==> src/rtl/mmio_port_b_bridge_if.sv <==
// BRAM port-B bus: address, write data and write enable from the bridge,
// read data returned by the memory one clock after the address.
interface mmio_port_b_bridge_if;
   logic [15:0] addr_b;
   logic [15:0] data_b;
   logic        we_b;
   logic [15:0] q_b;

   modport master (output addr_b, output data_b, output we_b, input q_b);
   modport slave  (input addr_b, input data_b, input we_b, output q_b);
endinterface

==> src/rtl/mmio_port_b_bridge.sv <==
// Port-B client of the shared BRAM: once per frame, writes the synchronised buttons
// to IO_ADDR, then bursts the four Pong object words and commits them together.
module mmio_port_b_bridge #(
   parameter logic [15:0] OBJ_BASE = 16'hFF00,
   parameter logic [15:0] IO_ADDR  = 16'hFF04,
   parameter int          BTN_W    = 4
) (
   input  logic                 clk,
   input  logic                 reset,
   input  logic                 frame_start,
   input  logic [BTN_W-1:0]     buttons,
   mmio_port_b_bridge_if.master bus,
   output logic [15:0]          ball_x,
   output logic [15:0]          ball_y,
   output logic [15:0]          paddle_l_y,
   output logic [15:0]          paddle_r_y,
   output logic                 obj_valid,
   output logic                 busy
);

   typedef enum logic [2:0] {IDLE, WRITE, RD0, RD1, RD2, RD3, CAP3, COMMIT} state_t;

   state_t                 state;
   logic [BTN_W-1:0]       btn_meta;
   logic [BTN_W-1:0]       btn_sync;
   logic [2:0][15:0]       staging;
   logic                   pending;
   logic [15:0]            addr_q;
   logic                   we_q;

   // NOTE: sequential state uses non-blocking assignments so every flop samples
   // pre-edge values, independent of statement order.
   always_ff @(posedge clk or posedge reset) begin
      if (reset) begin
         btn_meta <= '0;
         btn_sync <= '0;
      end else begin
         btn_meta <= buttons;
         btn_sync <= btn_meta;
      end
   end

   assign bus.addr_b = addr_q;
   assign bus.we_b   = we_q;
   // Write data follows the registered enable, so it carries btn_sync as seen in WRITE.
   assign bus.data_b = we_q ? 16'(btn_sync) : 16'h0000;

   always_ff @(posedge clk or posedge reset) begin
      if (reset) begin
         // NOTE: staging is a handful of flops, not a RAM, so it is reset like the
         // rest; an aborted burst can never leak into a later commit.
         state      <= IDLE;
         addr_q     <= '0;
         we_q       <= 1'b0;
         staging    <= '0;
         pending    <= 1'b0;
         ball_x     <= '0;
         ball_y     <= '0;
         paddle_l_y <= '0;
         paddle_r_y <= '0;
         obj_valid  <= 1'b0;
         busy       <= 1'b0;
      end else begin
         obj_valid <= 1'b0;
         we_q      <= 1'b0;
         addr_q    <= '0;
         if (frame_start && state != IDLE) pending <= 1'b1;

         unique case (state)
            IDLE, COMMIT: begin
               if (frame_start || pending) begin
                  state   <= WRITE;
                  pending <= 1'b0;
                  addr_q  <= IO_ADDR;
                  we_q    <= 1'b1;
                  busy    <= 1'b1;
               end else begin
                  state <= IDLE;
                  busy  <= 1'b0;
               end
            end
            WRITE: begin
               state  <= RD0;
               addr_q <= OBJ_BASE;
            end
            RD0: begin
               state  <= RD1;
               addr_q <= OBJ_BASE + 16'd1;
            end
            RD1: begin
               staging[0] <= bus.q_b;
               state      <= RD2;
               addr_q     <= OBJ_BASE + 16'd2;
            end
            RD2: begin
               staging[1] <= bus.q_b;
               state      <= RD3;
               addr_q     <= OBJ_BASE + 16'd3;
            end
            RD3: begin
               staging[2] <= bus.q_b;
               state      <= CAP3;
            end
            CAP3: begin
               // The fourth word arrives on this edge and goes straight to its output,
               // so all four coordinates change together as COMMIT begins.
               ball_x     <= staging[0];
               ball_y     <= staging[1];
               paddle_l_y <= staging[2];
               paddle_r_y <= bus.q_b;
               obj_valid  <= 1'b1;
               state      <= COMMIT;
            end
            default: state <= IDLE;
         endcase
      end
   end

endmodule
==> src/flat_wrapper.sv <==
// flat-port wrapper written by rule: the top's interface ports become plain ports
module mmio_port_b_bridge_flat 
#(
   parameter logic [15:0] OBJ_BASE = 16'hFF00,
   parameter logic [15:0] IO_ADDR  = 16'hFF04,
   parameter int          BTN_W    = 4
)
  (clk, reset, frame_start, buttons, ball_x, ball_y, paddle_l_y, paddle_r_y, obj_valid, busy, bus_addr_b, bus_data_b, bus_we_b, bus_q_b);
  mmio_port_b_bridge_if bus_i ();
  input  logic clk;
  input  logic reset;
  input  logic frame_start;
  input  logic [BTN_W-1:0] buttons;
  output logic [15:0] ball_x;
  output logic [15:0] ball_y;
  output logic [15:0] paddle_l_y;
  output logic [15:0] paddle_r_y;
  output logic obj_valid;
  output logic busy;
  output wire logic [$bits(bus_i.addr_b)-1:0] bus_addr_b;
  output wire logic [$bits(bus_i.data_b)-1:0] bus_data_b;
  output wire logic [$bits(bus_i.we_b)-1:0] bus_we_b;
  input wire logic [$bits(bus_i.q_b)-1:0] bus_q_b;
  assign bus_addr_b = bus_i.addr_b;
  assign bus_data_b = bus_i.data_b;
  assign bus_we_b = bus_i.we_b;
  assign bus_i.q_b = bus_q_b;
  mmio_port_b_bridge #(.OBJ_BASE(OBJ_BASE), .IO_ADDR(IO_ADDR), .BTN_W(BTN_W)) u_core (.clk(clk), .reset(reset), .frame_start(frame_start), .buttons(buttons), .bus(bus_i), .ball_x(ball_x), .ball_y(ball_y), .paddle_l_y(paddle_l_y), .paddle_r_y(paddle_r_y), .obj_valid(obj_valid), .busy(busy));
endmodule
==> config.mk <==
export PLATFORM = sky130hd
export DESIGN_NAME = mmio_port_b_bridge_flat
export DESIGN_NICKNAME = d
export VERILOG_FILES = /design/src/rtl/mmio_port_b_bridge_if.sv /design/src/rtl/mmio_port_b_bridge.sv /design/src/flat_wrapper.sv
export SDC_FILE = /design/constraint.sdc
export NUM_CORES = 1
export LEC_CHECK = 0
export ABC_AREA = 1
export CORE_MARGIN = 2
export CORE_UTILIZATION = 49
export CTS_CLUSTER_SIZE = 30
export DETAILED_ROUTE_END_ITERATION = 12
export PLACE_DENSITY = 0.8
export SLEW_MARGIN = 20
export SYNTH_ARGS = -nofsm -noshare
export SYNTH_HDL_FRONTEND = slang
export SYNTH_SLANG_ARGS = --single-unit
export TNS_END_PERCENT = 10
==> constraint.sdc <==
create_clock -name clk -period 5.1 [get_ports clk]
set_input_delay 1.275 -clock clk [delete_from_list [all_inputs] [get_ports clk]]
set_output_delay 1.275 -clock clk [all_outputs]
set_load 0.02 [all_outputs]
# After elaboration in Yosys (flattened, before gate mapping)
# Cells that the tools add are included.
# classes
n_eq_ne	7
bitwise	0
shifts	0
mul	0
n_reduce_logical	5
n_lt_le_gt_ge	0
n_mux	11
add_sub_neg	0
div	0
# op_table
operator	count
$pmux 16 s5	1
$pmux 3 s7	1
$mux 16	1
$eq 3x3->1 const B	4
$mux 1	7
$eq 3x2->1 const B	2
$mux 4	1
$eq 3x1->1 const B	1
$logic_not 3->1	1
$reduce_bool 3->1	1
$reduce_or 2->1	1
$logic_and 1x1->1	1
$logic_or 1x1->1	1
# word_totals
romBits	0
out_inout_bits	99
mem_count	0
latchBits	0
reg_bits	143
ramBits	0
inputBits	23

# Logic depth before layout (Yosys ltp)
# Gate-level depths: netlist of the first run.
# logic_depth
depth_word	5
ltp_mapped	8
mapped_depth_nobuf	6

# Worst setup path before layout of the first run
# OpenSTA, ideal clock, no wires.
# synth_timing
path_kind	register to output
from	register, netlist name u_core.bus.addr_b[14]
to	output port bus_addr_b[10]
path_slack_ns	3.104
path_stages_with_launch	2
arrival_time_ns	0.721
path_buffers	1
cell_sequence	dfrtp_1 -> buf_4
# synth_lines
item	line_no	text
end: declaration	flat_wrapper.sv:20	output wire logic [$bits(bus_i.addr_b)-1:0] bus_addr_b;

# Worst setup path after layout of the first run
# layout_timing
from	register u_core.we_q (netlist: u_core.bus.we_b)
to	output port bus_data_b[2]
# layout_between
elab_chain_len	1
# layout_rtl
item	line_no	text
start: declaration	mmio_port_b_bridge.sv:29	logic we_q;
start signal: assignment	mmio_port_b_bridge.sv:54	we_q <= 1'b0;
start signal: assignment	mmio_port_b_bridge.sv:65	we_q <= 1'b0;
start signal: assignment	mmio_port_b_bridge.sv:75	we_q <= 1'b1;
$mux 4	mmio_port_b_bridge.sv:46	assign bus.data_b = we_q ? 16'(btn_sync) : 16'h0000;
end: declaration	flat_wrapper.sv:21	output wire logic [$bits(bus_i.data_b)-1:0] bus_data_b;
# No other way between the ends.

==> results.tsv, run 1 <==
stage	metric	value	unit
worst_setup_path	crit_buf_inv	2	
yosys	synth_fa_ha_area_share	0	%
clock_network	clkLatencyLatePin	510	ps
worst_setup_path	cp.required	3830	ps
die	die_h	104.2	um
clock_network	cts_tree	yes	
detailed_routing	via_per_inst	4.939	
worst_setup_path	startpoint_type	register	
sta	finClkSkew	6.240	ps
layout	layout_commonest_cell	nand2_1	
yosys	syn-cell-area	4916	um2
power_and_ir_drop	power	4.839	mW
sta	setup_viol_count_final	0	
detailed_routing	routedWlPerCell	14.59	um
layout	final_cell_area	6536	um2
clock_network	cts.sinks	131	
clock_network	cts_resized	0	
die	rows	36	
global_routing	grt_overflow	0	
detailed_routing	drt_iter0_drc	253	
power_and_ir_drop	power_frac_seq	37.6	%
place	dpl.cell_count	716	
power_and_ir_drop	p_leak	3.300	nW
die	pin_count	122	
global_routing	antenna_found_initial	0	
detailed_routing	firstDrtPassIters	5	
sta	tns	0	ps
clock_network	htreeDepth	4	
power_and_ir_drop	p_int	3.074	mW
die	start_util	50.29	%
clock_network	cts.hold.buffers_added	0	
die	die-area	10850	um2
yosys	synth_top_area_share	66.68	%
die	die-width	104.2	um
sta	fin_crit	2905	ps
min_path	hold_path.class	register to register	
power_and_ir_drop	power.share.clock	25.9	%
yosys	synth_warnings	0	
yosys	syn_area_per_cell	9.677	um2
sta	hold_viol	0	
worst_setup_path	critPathMaxFanout	5	
worst_setup_path	reg2reg_to	u_core.paddle_l_y[9]	
yosys	synth_top_family_by_area	simple AND/OR/NAND/NOR gates	
clock_network	numCtsBuffers	17	
worst_setup_path	path_class	register to primary output	
clock_network	path_clk_slew	60	ps
detailed_routing	routed_wl	10.92	mm
status	status	finished clean	
yosys	synth-simple-area-share	18.33	%
yosys	synth_compound_area_share	6.719	%
place	dpl_cell_area	5912	um2
detailed_routing	ant_nets	0	
global_routing	grt_start_max_net_pins	83	
place	portBuffers	104	
sta	slew_violations	0	
yosys	synth.distinct_cells	17	
yosys	synth_mux_area_share	0	%
worst_setup_path	crit_start	u_core.bus.we_b	
power_and_ir_drop	vdd_drop_max	0.4292	mV
global_routing	grt_usage	21.19	%
worst_setup_path	r2r-start	u_core.state[1]	
place	place_ws	2443	ps
yosys	yosys-top-cells-area	dfrtp_1 67%, nand2_1 17%, o21ai_0 6.6%, buf_4 3.7%, inv_1 2.0%	
layout	fin_util	66.87	%
power_and_ir_drop	pwr-share-comb	36.5	%
sta	rsz0062_at_grt	false	
global_routing	grt_pass1_wl	18.04	mm
layout	final_cell_mix	223 x nand2_1, 131 x dfrtp_1, 104 x clkdlybuf4s50_1, 65 x o21ai_0, 25 x inv_1	
sta	setup_slack	2195	ps
yosys	syn_inst	508	
clock_network	cts_setup_buffers	0	
layout	nNetsFinal	625	
layout	final_cells	748	
yosys	synth_largest_area_cell	dfrtp_1	
yosys	synth_xor_area_share	0	%
yosys	ys_seq_area_share	66.68	%
worst_setup_path	r2r_setup_slack	2800	ps
worst_setup_path	endpoint	bus_data_b[2]	
sta	worst_pin_slew	1032	ps
worst_setup_path	end_kind	primary output	
worst_setup_path	reg2reg_depth	6	
worst_setup_path	max_stage_delay	600	ps
sta	max_freq	344.2	MHz
place	dpl.hpwl	6.784	mm
worst_setup_path	worstPathCellList	nand2_1 > inv_1 > clkdlybuf4s50_1	
sta	relSlewSlack	31.01	%
global_routing	grt_pass1_vias	3722	
sta	hold-worst-slack	345.9	ps
clock_network	root_buffer	clkbuf_8	
worst_setup_path	cpLargestDelayFamily	buffers and inverters	
power_and_ir_drop	powerDensity	740.3	nW/um2
layout	layout-drive-gt1-share	6.341	%
clock_network	clockBufferDepth	2	
layout	areaGrowthSynthToFinish	32.96	%
power_and_ir_drop	switching_share	36.47	%
layout	diodes	0	
detailed_routing	via_count	3694	
run	maxCapViolCount	0	
power_and_ir_drop	power.switching	1.765	mW
die	core	9774	um2
yosys	synth_seq_cells	131	
place	gp_congestion	0.7889	
worst_setup_path	cp.depth	3	
worst_setup_path	worstPathArrival	1630	ps
detailed_routing	post-route-drc-count	0	
worst_setup_path	cp_slowest_cell	clkdlybuf4s50_1	
sta	fin_crit_sh	56.96	%
## sequential cells by signal (all words and copies together), names as in the netlist, 3 cells and up
name / cells
u_core.state: 3
u_core.paddle_r_y: 16
u_core.bus.addr_b: 4
u_core.staging: 48
u_core.btn_meta: 4
u_core.btn_sync: 4
u_core.paddle_l_y: 16
u_core.ball_y: 16
u_core.ball_x: 16
## worst register-to-register path, cell delays in order (launching register included)
cell and delay (ps):
dfrtp_1 450, nand2_1 110, inv_2 90, nand2_4 430, inv_2 850, nand2_1 180
nand2_1 120
## routing by layer
metal  up-vias  wire length [um]  track usage, %
met1      1832              4562           25.55
met3        18               631           6.203
li1       1712                 -               -
met2       132              5563           36.14
met4         0               159           8.012
met5         -                 0               0
## cell usage after synthesis, drive strengths merged
cell type and number:
a21oi 1, nand3b 1, nand4 1, nor2 5
clkbuf 8, buf 38, o21ai 65, nand2 224
conb 1, dfrtp 131, inv 29, nand3 4
## layout make-up
| type | instances | area, um2 |
|---|---|---|
| timing repair buffer | 105 | 1061 |
| clock buffer | 19 | 431.7 |
| inverter | 29 | 111.4 |
| sequential | 131 | 3278 |
| fill | 741 | 3238 |
| tap | 133 | 166.4 |
| multi-input combinational | 318 | 1305 |
| clock inverter | 13 | 182.7 |
## how the worst min path moves through the flow
stage / slack (ps) / depth (start not counted) / end / start
floorplan: 330 / 0 / u_core.btn_sync[0] / u_core.btn_meta[0]
global placement: 340 / 0 / u_core.btn_sync[1] / u_core.btn_meta[1]
detailed placement: 330 / 0 / u_core.btn_sync[0] / u_core.btn_meta[0]
CTS: 350 / 0 / u_core.btn_sync[2] / u_core.btn_meta[2]
global route: 350 / 0 / u_core.btn_sync[2] / u_core.btn_meta[2]
finish: 350 / 0 / u_core.btn_sync[2] / u_core.btn_meta[2]
## power groups by stage
stage	Clock (mW)	Combinational, mW	Sequential, mW
floorplan	0	0.761	2.07
global placement	0	1.72	1.80
detailed placement	0	1.77	1.81
CTS	1.27	1.79	1.81
global route	1.31	1.94	1.87
finish	1.25	1.77	1.82
## kinds of logic (layout without fill, tap and decap cells)
kind of cell | after synthesis | after routing
and+or+nand+nor | 235 | 235
buffers and inverters | 75 | 166
other | 1 | 17
AOI/OAI and AO/OA | 66 | 66
DFF | 131 | 131
Note: power is estimated with default switching activity, not from simulation.
==> run 2, diff against run 1 <==
Clock period 5.1 ns to 3 ns, I/O delays scaled along.
==> run 2 against run 1 <==
  * Cell count up 0.27%
  * Non-clock buffer count grew 3
  * Highest routed layer unchanged
  * Sequential share of layout area down 0.69 points
  * Largest power group unchanged
  * Clock skew shrank 0.56 ps
==> results.tsv, run 2 (synthesis gave the netlist of run 1 again) <==
stage	metric	value	unit	change
layout	layout-drive-gt1-share	6.645	%	+0.30 points
clock_network	clockBufferDepth	2		unchanged
global_routing	grt_overflow	0		unchanged
layout	fin_util	67.81	%	+0.93 points
status	status	finished clean		
clock_network	path_clk_slew	60	ps	about the same
sta	max_freq	416.7	MHz	
sta	hold_viol	0		unchanged
clock_network	numCtsBuffers	17		unchanged
clock_network	cts.hold.buffers_added	0		unchanged
power_and_ir_drop	power	8.469	mW	+75%
clock_network	root_buffer	clkbuf_8		
detailed_routing	via_count	3683		-0.30%
die	start_util	50.29	%	unchanged
sta	rsz0062_at_grt	false		
die	core	9774	um2	unchanged
place	gp_congestion	0.7840		-0.62%
detailed_routing	firstDrtPassIters	4		-1
power_and_ir_drop	powerDensity	1278	nW/um2	+73%
worst_setup_path	cp.required	2250	ps	-1580 ps
sta	worst_pin_slew	1006	ps	-25.85 ps
detailed_routing	drt_iter0_drc	187		-26%
clock_network	htreeDepth	4		unchanged
sta	tns	0	ps	unchanged
global_routing	grt_start_max_net_pins	82		-1.2%
clock_network	clkLatencyLatePin	500	ps	about the same
sta	setup_viol_count_final	0		unchanged
global_routing	antenna_found_initial	0		unchanged
power_and_ir_drop	p_leak	3.330	nW	+0.91%
worst_setup_path	end_kind	primary output		
global_routing	grt_pass1_vias	3834		+3.0%
detailed_routing	ant_nets	0		unchanged
run	maxCapViolCount	0		unchanged
worst_setup_path	worstPathArrival	1650	ps	+20 ps
die	rows	36		unchanged
worst_setup_path	startpoint_type	register		
place	dpl.hpwl	6.912	mm	+1.9%
detailed_routing	routedWlPerCell	14.74	um	+1.0%
die	pin_count	122		unchanged
sta	hold-worst-slack	346.2	ps	+0.2400 ps
detailed_routing	routed_wl	11.06	mm	+1.3%
clock_network	cts_resized	0		unchanged
worst_setup_path	path_class	register to primary output		
layout	num-fill-cells	756		+2.0%
detailed_routing	post-route-drc-count	0		unchanged
min_path	hold_path.class	register to register		
layout	diodes	0		unchanged
worst_setup_path	critPathMaxFanout	5		unchanged
layout	top_register	u_core.staging		
detailed_routing	via_per_inst	4.911		-0.56%
clock_network	cts.sinks	131		unchanged
sta	relSlewSlack	32.74	%	+1.7 points
sta	fin_crit	2400	ps	
global_routing	grt_pass1_wl	18.57	mm	+2.9%
layout	nNetsFinal	628		+0.48%
sta	fin_crit_sh	80.00	%	
clock_network	cts_tree	yes		
place	portBuffers	104		unchanged
layout	largest_reg_flops	48		unchanged
power_and_ir_drop	vdd_drop_max	0.7272	mV	+69%
die	die_h	104.2	um	unchanged
layout	areaGrowthSynthToFinish	34.82	%	
clock_network	cts_setup_buffers	0		unchanged
layout	final_cell_mix	223 x nand2_1, 131 x dfrtp_1, 104 x clkdlybuf4s50_1, 65 x o21ai_0, 25 x inv_1		
layout	layout_commonest_cell	nand2_1		
sta	slew_violations	0		unchanged
die	die-area	10850	um2	unchanged
global_routing	grt_usage	21.64	%	+0.45 points
die	die-width	104.2	um	unchanged
sta	finClkSkew	5.681	ps	-0.5591 ps
[run 2: cell type report]
class                      count  area, um2  area share (%)
clock buffer                  17      414.1           6.249
clock inverter                14      260.3           3.927
inverter                      29      112.6           1.699
multi-input combinational    318       1300           19.61
sequential                   131       3278           49.46
tap                          133      166.4           2.511
timing repair buffer         108       1096           16.54
[run 2: worst paths after layout]
check | slack [ps] | start | end | cells after the start
worst min-delay path | 350 | u_core.btn_meta[0] | u_core.btn_sync[0] | 0
worst max register to register | 1140 | u_core.state[0] | u_core.bus.addr_b[14] | 5
worst min register to register | 350 | u_core.btn_meta[0] | u_core.btn_sync[0] | 0
worst max-delay path | 600 | u_core.bus.we_b | bus_data_b[1] | 3
min in group asynchronous | 690 | reset | u_core.paddle_l_y[12] | 2
max in group asynchronous | 1620 | reset | u_core.ball_y[8] | 3
[run 2: metal layers]
metal	vias up	global-route usage, %	routed length, um
met4	0	5.985	79
met1	1825	27.44	4616
met5	-	0	0
li1	1720	-	-
met2	127	36.56	5658
met3	11	6.203	704
[run 2: per-stage QoR]
step           cells  worst slack, ps  area (um2)
2_1_floorplan    524            626.8        4980
3_3_place_gp     719             1089        5948
3_5_place_dp     719             1054        5948
4_1_cts          750            562.6        6623
5_1_grt          750            519.5        6628
6_report         750            600.0        6628
[run 2: power by group]
part           total (mW)  switching, mW  internal, mW
combinational        3.04           1.76          1.29
clock                2.35          0.753          1.59
sequential           3.08          0.497          2.58
total                8.47           3.01          5.46
[run 2: critical path, stage by stage (launching register included)]
cell	delay, ps
dfrtp_1	410
nand2_1	90
inv_1	60
clkdlybuf4s50_1	600
